**config.mk**
```make
export PLATFORM = sky130hd
export DESIGN_NAME = boot_loader_flat
export DESIGN_NICKNAME = d
export VERILOG_FILES = /design/src/rtl/boot_loader_pkg.sv /design/src/rtl/boot_loader_if.sv /design/src/rtl/boot_loader_word_assembler.sv /design/src/rtl/boot_loader.sv /design/src/flat_wrapper.sv
export SDC_FILE = /design/constraint.sdc
export NUM_CORES = 1
export LEC_CHECK = 0
export CAP_MARGIN = 20
export CORE_MARGIN = 1.5
export CORE_UTILIZATION = 50
export CTS_CLUSTER_SIZE = 16
export DETAILED_ROUTE_END_ITERATION = 8
export MAX_ROUTING_LAYER = met4
export PLACE_DENSITY = 0.81
export RECOVER_POWER = 25
export SYNTH_ARGS = -nofsm -noshare
export SYNTH_HDL_FRONTEND = slang
export SYNTH_HIERARCHICAL = 1
export SYNTH_SLANG_ARGS = --single-unit
```
**constraint.sdc**
```tcl
create_clock -name clk -period 3.15 [get_ports clk]
set_input_delay 0.7875 -clock clk [delete_from_list [all_inputs] [get_ports clk]]
set_output_delay 0.7875 -clock clk [all_outputs]
set_load 0.005 [all_outputs]
```
**src/rtl/boot_loader_pkg.sv**
```systemverilog
// Shared definitions for the boot loader: FSM state encoding and frame field widths.
`timescale 1ns/1ps
package boot_loader_pkg;

    // Frame field widths: one count byte, 32-bit little-endian instruction words.
    localparam int COUNT_W        = 8;
    localparam int BYTE_W         = 8;
    localparam int WORD_W         = 32;
    localparam int BYTES_PER_WORD = 4;

    typedef enum logic [2:0] {
        S_IDLE  = 3'd0,
        S_LOAD  = 3'd1,
        S_CHECK = 3'd2,
        S_DONE  = 3'd3,
        S_ERROR = 3'd4
    } state_t;

endpackage

```
**src/rtl/boot_loader_if.sv**
```systemverilog
// Byte-stream input, instruction-memory write port and status bundle of the boot loader.
`timescale 1ns/1ps
interface boot_loader_if #(
    parameter int ADDR_W = 64
);
    import boot_loader_pkg::*;

    logic [BYTE_W-1:0]  in_data;
    logic               in_valid;
    logic               in_ready;
    logic               restart;
    logic               im_we;
    logic [ADDR_W-1:0]  im_addr;
    logic [WORD_W-1:0]  im_wdata;
    logic               core_hold;
    logic               done;
    logic               error;
    logic [COUNT_W-1:0] words_loaded;

    // Loader side
    modport slave (
        input  in_data, in_valid, restart,
        output in_ready, im_we, im_addr, im_wdata, core_hold, done, error, words_loaded
    );

    // Stream source / system side
    modport master (
        output in_data, in_valid, restart,
        input  in_ready, im_we, im_addr, im_wdata, core_hold, done, error, words_loaded
    );

endinterface

```
**src/rtl/boot_loader_word_assembler.sv**
```systemverilog
// Collects payload bytes into little-endian 32-bit words and keeps the running XOR checksum.
`timescale 1ns/1ps
module boot_loader_word_assembler
    import boot_loader_pkg::*;
(
    input  logic              clk,
    input  logic              reset,
    input  logic              clear,
    input  logic              accept,
    input  logic [BYTE_W-1:0] data,
    output logic              word_valid,
    output logic [WORD_W-1:0] word,
    output logic [BYTE_W-1:0] checksum
);

    logic [1:0]        byte_idx;
    logic [BYTE_W-1:0] b0;
    logic [BYTE_W-1:0] b1;
    logic [BYTE_W-1:0] b2;
    logic [BYTE_W-1:0] csum;

    // Store bytes 0..2 of the current word and fold every payload byte into the checksum.
    always_ff @(posedge clk or negedge reset) begin
        if (!reset) begin
            byte_idx <= '0;
            b0       <= '0;
            b1       <= '0;
            b2       <= '0;
            csum     <= '0;
        end else if (clear) begin
            byte_idx <= '0;
            csum     <= '0;
        end else if (accept) begin
            case (byte_idx)
                2'd0:    b0 <= data;
                2'd1:    b1 <= data;
                2'd2:    b2 <= data;
                default: ;
            endcase
            csum     <= csum ^ data;
            byte_idx <= byte_idx + 2'd1;
        end
    end

    // The fourth byte goes straight into the word; the top registers it into im_wdata.
    assign word_valid = accept && (byte_idx == 2'd3);
    assign word       = {data, b2, b1, b0};
    assign checksum   = csum;

endmodule

```
**src/rtl/boot_loader.sv**
```systemverilog
// Frame-driven instruction-memory loader: writes N words and releases the core on a good checksum.
`timescale 1ns/1ps
module boot_loader
    import boot_loader_pkg::*;
#(
    parameter int               ADDR_W    = 64,
    parameter logic [ADDR_W-1:0] BASE_ADDR = '0,
    parameter int               MAX_WORDS = 16
) (
    input  logic           clk,
    input  logic           reset,
    boot_loader_if.slave   bus
);

    localparam logic [COUNT_W-1:0] MAX_N = COUNT_W'(MAX_WORDS);

    state_t             state;
    logic [COUNT_W-1:0] count;
    logic [COUNT_W-1:0] words_loaded;
    logic               in_ready;
    logic               im_we;
    logic [ADDR_W-1:0]  im_addr;
    logic [WORD_W-1:0]  im_wdata;
    logic               core_hold;
    logic               done;
    logic               error;

    logic               accept;
    logic               asm_clear;
    logic               asm_accept;
    logic               word_valid;
    logic [WORD_W-1:0]  word;
    logic [BYTE_W-1:0]  checksum;

    // in_ready is a register, so acceptance never feeds back into in_ready combinationally.
    assign accept     = bus.in_valid && in_ready;
    assign asm_clear  = (state == S_IDLE) && accept;
    assign asm_accept = (state == S_LOAD) && accept;

    boot_loader_word_assembler u_asm (
        .clk        (clk),
        .reset      (reset),
        .clear      (asm_clear),
        .accept     (asm_accept),
        .data       (bus.in_data),
        .word_valid (word_valid),
        .word       (word),
        .checksum   (checksum)
    );

    // Frame FSM with registered outputs: count check, word writes, checksum verdict, restart.
    always_ff @(posedge clk or negedge reset) begin
        if (!reset) begin
            state        <= S_IDLE;
            count        <= '0;
            words_loaded <= '0;
            in_ready     <= 1'b1;
            im_we        <= 1'b0;
            im_addr      <= '0;
            im_wdata     <= '0;
            core_hold    <= 1'b1;
            done         <= 1'b0;
            error        <= 1'b0;
        end else begin
            im_we <= 1'b0;
            case (state)
                S_IDLE: begin
                    if (accept) begin
                        count <= bus.in_data;
                        if (bus.in_data == '0 || bus.in_data > MAX_N) begin
                            state    <= S_ERROR;
                            error    <= 1'b1;
                            in_ready <= 1'b0;
                        end else begin
                            state        <= S_LOAD;
                            words_loaded <= '0;
                        end
                    end
                end
                S_LOAD: begin
                    if (word_valid) begin
                        im_we        <= 1'b1;
                        im_addr      <= BASE_ADDR + (ADDR_W'(words_loaded) << 2);
                        im_wdata     <= word;
                        words_loaded <= words_loaded + 8'd1;
                        if (words_loaded + 8'd1 == count) begin
                            state <= S_CHECK;
                        end
                    end
                end
                S_CHECK: begin
                    if (accept) begin
                        in_ready <= 1'b0;
                        if (bus.in_data == checksum) begin
                            state     <= S_DONE;
                            done      <= 1'b1;
                            core_hold <= 1'b0;
                        end else begin
                            state <= S_ERROR;
                            error <= 1'b1;
                        end
                    end
                end
                S_DONE, S_ERROR: begin
                    if (bus.restart) begin
                        state        <= S_IDLE;
                        in_ready     <= 1'b1;
                        core_hold    <= 1'b1;
                        done         <= 1'b0;
                        error        <= 1'b0;
                        words_loaded <= '0;
                    end
                end
                default: begin
                    state <= S_IDLE;
                end
            endcase
        end
    end

    assign bus.in_ready     = in_ready;
    assign bus.im_we        = im_we;
    assign bus.im_addr      = im_addr;
    assign bus.im_wdata     = im_wdata;
    assign bus.core_hold    = core_hold;
    assign bus.done         = done;
    assign bus.error        = error;
    assign bus.words_loaded = words_loaded;

endmodule
```
**src/flat_wrapper.sv**
```systemverilog
// flat-port wrapper written by rule: the top's interface ports become plain ports
module boot_loader_flat import boot_loader_pkg::*;
#(
    parameter int               ADDR_W    = 64,
    parameter logic [ADDR_W-1:0] BASE_ADDR = '0,
    parameter int               MAX_WORDS = 16
)
  (clk, reset, bus_in_data, bus_in_valid, bus_restart, bus_in_ready, bus_im_we, bus_im_addr, bus_im_wdata, bus_core_hold, bus_done, bus_error, bus_words_loaded);
  boot_loader_if #(.ADDR_W(ADDR_W)) bus_i ();
  input  logic clk;
  input  logic reset;
  input wire logic [$bits(bus_i.in_data)-1:0] bus_in_data;
  input wire logic [$bits(bus_i.in_valid)-1:0] bus_in_valid;
  input wire logic [$bits(bus_i.restart)-1:0] bus_restart;
  output wire logic [$bits(bus_i.in_ready)-1:0] bus_in_ready;
  output wire logic [$bits(bus_i.im_we)-1:0] bus_im_we;
  output wire logic [$bits(bus_i.im_addr)-1:0] bus_im_addr;
  output wire logic [$bits(bus_i.im_wdata)-1:0] bus_im_wdata;
  output wire logic [$bits(bus_i.core_hold)-1:0] bus_core_hold;
  output wire logic [$bits(bus_i.done)-1:0] bus_done;
  output wire logic [$bits(bus_i.error)-1:0] bus_error;
  output wire logic [$bits(bus_i.words_loaded)-1:0] bus_words_loaded;
  assign bus_i.in_data = bus_in_data;
  assign bus_i.in_valid = bus_in_valid;
  assign bus_i.restart = bus_restart;
  assign bus_in_ready = bus_i.in_ready;
  assign bus_im_we = bus_i.im_we;
  assign bus_im_addr = bus_i.im_addr;
  assign bus_im_wdata = bus_i.im_wdata;
  assign bus_core_hold = bus_i.core_hold;
  assign bus_done = bus_i.done;
  assign bus_error = bus_i.error;
  assign bus_words_loaded = bus_i.words_loaded;
  boot_loader #(.ADDR_W(ADDR_W), .BASE_ADDR(BASE_ADDR), .MAX_WORDS(MAX_WORDS)) u_core (.clk(clk), .reset(reset), .bus(bus_i));
endmodule
```
==> results.txt <==
Result of the run -> finished with violations
Violated checks -> max-capacitance violations, max-slew violations
GRT Util Overall -> 0.203
Switching power -> 532 uW
Fill cell total of the finished layout -> 853
Switch share -> 0.249
Master cell of the clock root buffer -> sky130_fd_sc_hd__clkbuf_8
Pins Over Slew Limit -> 44
Synthesized-area fraction occupied by ao, oa, aoi and oai cells -> 0.0768
Proportion of netlist area held by the largest area contributor -> 0.487
Largest cells by area after synthesis -> sky130_fd_sc_hd__dfrtp_1 49%, sky130_fd_sc_hd__nand2_1 10%, sky130_fd_sc_hd__buf_4 9.9%
I/O pin cnt -> 121
Crit Path Class -> in2reg
CTS H-tree depth -> 3
Via count -> 3446
Total global routing overflow -> 0
Max-cap viol count -> 1
CTS Buf Count -> 9
FF-to-FF Start -> u_core/bus.words_loaded[0]$_DFFE_PN0P_
Final worst-path cycle share -> 0.791
Count of antenna diodes in the layout -> 0
Synth Cell Area -> 4940 sq um
Maximum number of pins on one net before global-route repair -> 49
Final setup viols -> 0
Mux share of post-synthesis cell area -> 0.0791
Commonest non-fill, non-tap cell in the layout -> sky130_fd_sc_hd__nand2_1
Starting DRT DRC Count -> 175
Post-Synth Adder-Cell Area -> 0.0127
Largest family of logic cells by synthesized area -> simple AND/OR/NAND/NOR gates
Synth-to-Final Area Change -> 14.3%
CP peak stage delay -> 0.49 ns
Antenna-violating nets left -> 0
Clock Skew -> 0.0134 ns
Overall power of the completed layout -> 2140 uW
Final setup TNS -> 0 ns
Static leakage -> 0.00290 uW
Setup Buffers After CTS -> 0
DIE AREA -> 10500 sq um
Number of antenna violations at the first check in global routing -> 0
Worst Reg-to-Reg Cells -> 7
Initial DRT Pass Iterations -> 5
Data required time at the worst endpoint -> 3.38 ns
Reg2reg end -> u_core/state[0]$_DFFE_PN0P_
Starting density of the core -> 0.510
Unrepaired setup endpoints after global routing -> false
Startpoint types -> input port
Clock-pin slew reported for the worst setup and hold paths after clock tree synthesis -> 0.10 ns
Total of warnings raised by yosys -> 6
Worst path arrival time -> 2.72 ns
Simple-Gate Fraction of Synth Area -> 0.171
Max-Slew Margin vs Limit -> -0.514
CTS tree -> built
Highest attainable clock frequency -> 401 MHz
Routed length per placed instance -> 14.0 microns
Fraction of power consumed by the clock network -> 0.371
Vias/cell -> 4.99
Die X-Extent -> 102 microns
Number of hold buffers added after cts -> 0
Average instance area after synthesis -> 10.0 sq um
Synthesized instance count -> 492
Number of nets at the end of the flow -> 569
Start point of the critical path -> bus_in_data[1]
Top cell type by total area after synthesis -> sky130_fd_sc_hd__dfrtp_1
Std-Cell Rows -> 36
Most frequent cells in the layout -> 133 x sky130_fd_sc_hd__nand2_1, 96 x sky130_fd_sc_hd__dfrtp_1, 63 x sky130_fd_sc_hd__clkdlybuf4s50_1
Number of sinks handled by clock tree synthesis -> 98
Via count of the first global-routing pass -> 3300
Relative contribution of sequential cells to total power -> 0.588
Power density over the cells -> 379 nW/um^2
Part of the Yosys area used for sequential elements -> 0.497
Reg2Reg Setup Slack -> 1.01 ns
Share of synthesized flip-flops with an asynchronous set or reset -> 1.00
Maximum number of buffers from clock root to sink -> 2
Core area -> 9680 sq um
Hold Fails Final Rpt -> 0
# DRC -> 0
Share of the synthesized netlist area taken by xor and xnor gates -> 0.0355
Total routed wirelength -> 9.68 mm
Crit-path cells -> clkdlybuf4s50_1, nor4_1, xnor2_1, a32oi_1, o32a_2, o21ai_0, o31ai_1
Later-pin clock latency in the skew report -> 0.37 ns
Worst min path class -> reg2reg
Routability congestion estimate -> 0.849
Yosys cell types -> 50
Transition time at the pin with the least slew margin -> 2.27 ns
Slowest-stage cell, CP -> sky130_fd_sc_hd__clkdlybuf4s50_1
Worst IR drop on VDD -> 0.244 mV
Post-cts gate resize count -> 0
Minimum period implied by the final worst setup slack -> 2.49 ns
Critical path peak fanout -> 8
Share of post-route cells with drive strength above 1 -> 0.144
Number of buffers inserted by port buffering -> 64
Total internal power -> 1610 uW
Most used DFF post-synth -> sky130_fd_sc_hd__dfrtp_1
Comb pwr share -> 0.041
Die extent in y -> 102 microns
First-pass GRT wire length -> 15.9 mm
CP Capture Type -> flop
Setup crit end -> u_core/bus.words_loaded[7]$_DFFE_PN0P_
Number of enable-type register cells in the synthesized netlist -> 0
FF+latch count, synth -> 98
DPL Wire Length -> 6.79 mm
## sequential cells by signal, indices dropped and copies added (netlist names)
signal / flops
u_core/bus.core_hold: 1
u_core/bus.done: 1
u_core/bus.error: 1
u_core/bus.im_addr: 8
u_core/bus.im_wdata: 32
u_core/bus.im_we: 1
u_core/bus.in_ready: 1
u_core/bus.words_loaded: 8
u_core/count: 8
u_core/state: 3
u_core/u_asm/b0: 8
u_core/u_asm/b1: 8
u_core/u_asm/b2: 8
u_core/u_asm/byte_idx: 2
u_core/u_asm/checksum: 8
## worst min path at each step
stage / from / to / slack [ns] / depth (start not counted)
detailed placement: u_core/u_asm/b2[6]$_DFFE_PN0P_ / u_core/bus.im_wdata[22]$_DFFE_PN0P_ / 0.45 / 2
CTS: reset / u_core/bus.im_wdata[22]$_DFFE_PN0P_ / 0.40 / 1
global route: u_core/bus.im_wdata[22]$_DFFE_PN0P_ / u_core/bus.im_wdata[22]$_DFFE_PN0P_ / 0.50 / 2
floorplan: u_core/u_asm/b0[0]$_DFFE_PN0P_ / u_core/bus.im_wdata[0]$_DFFE_PN0P_ / 0.43 / 2
global placement: u_core/u_asm/b0[3]$_DFFE_PN0P_ / u_core/bus.im_wdata[3]$_DFFE_PN0P_ / 0.45 / 2
finish: u_core/u_asm/b2[3]$_DFFE_PN0P_ / u_core/bus.im_wdata[19]$_DFFE_PN0P_ / 0.47 / 2
## metal layers
metal	wire (microns)	global-route usage	vias up
li1	-	-	1632
met1	4410	0.267	1682
met2	4710	0.318	124
met3	473	0.0397	8
met4	89	0.0632	0
met5	0	-	-
## synth_stat cells, types with 8 or more instances
library cell / count
sky130_fd_sc_hd__xor2_1: 14
sky130_fd_sc_hd__o21ai_0: 11
sky130_fd_sc_hd__buf_2: 10
sky130_fd_sc_hd__a21bo_2: 8
sky130_fd_sc_hd__a21oi_1: 16
sky130_fd_sc_hd__nand3b_1: 8
sky130_fd_sc_hd__buf_4: 65
sky130_fd_sc_hd__mux2_2: 32
sky130_fd_sc_hd__nand2_1: 133
sky130_fd_sc_hd__dfrtp_1: 96
sky130_fd_sc_hd__nor2_1: 13
## area by class of cell
cell class                 count  area, sq um  share of cell area
tap                          133          166              0.0295
sequential                    98         2450               0.435
clock inverter                 6         57.6              0.0102
inverter                       7         26.3             0.00466
multi-input combinational    360         2060               0.366
clock buffer                  10          138              0.0244
timing repair buffer          76          737               0.131
## logic make-up (layout without fill, tap and decap cells)
logic type                 count (synthesis)  after routing
other                                      1             56
buffers and inverters                     89             99
xor gates and xnor gates                  20             20
adders and majority gates                  5              5
muxes                                     35             35
AOI/OAI and AO/OA                         55             55
DFF                                       98             98
and+or+nand+nor                          189            189
## power by group through the flow
| stage | clock network [uW] | registers (uW) | logic [uW] |
|---|---|---|---|
| after CTS | 821 | 1260 | 88.3 |
| after global placement | 0 | 1280 | 85.9 |
| after global routing | 868 | 1260 | 104 |
| after detailed placement | 0 | 1280 | 88.0 |
| after floorplan | 0 | 1280 | 78.7 |
| final | 793 | 1260 | 87.0 |
## metrics by stage
stage	hold slack (ns)	util	cells	setup WS, ns	instance area [sq um]
after floorplan	0.433	-	547	0.672	5140
after global placement	0.446	0.563	674	0.325	5450
after detailed placement	0.454	0.563	674	0.318	5450
after CTS	0.402	0.583	690	0.701	5650
after global routing	0.502	0.583	690	0.293	5640
final	0.474	0.583	690	0.658	5640
## worst max-delay path: cells and delay by family
family	cells	cell delay (ns)
AOI/OAI and AO/OA	4	0.85
buffers and inverters	1	0.49
xor gates and xnor gates	1	0.23
and+or+nand+nor	1	0.36
Note: power is estimated with default switching activity, not from simulation.
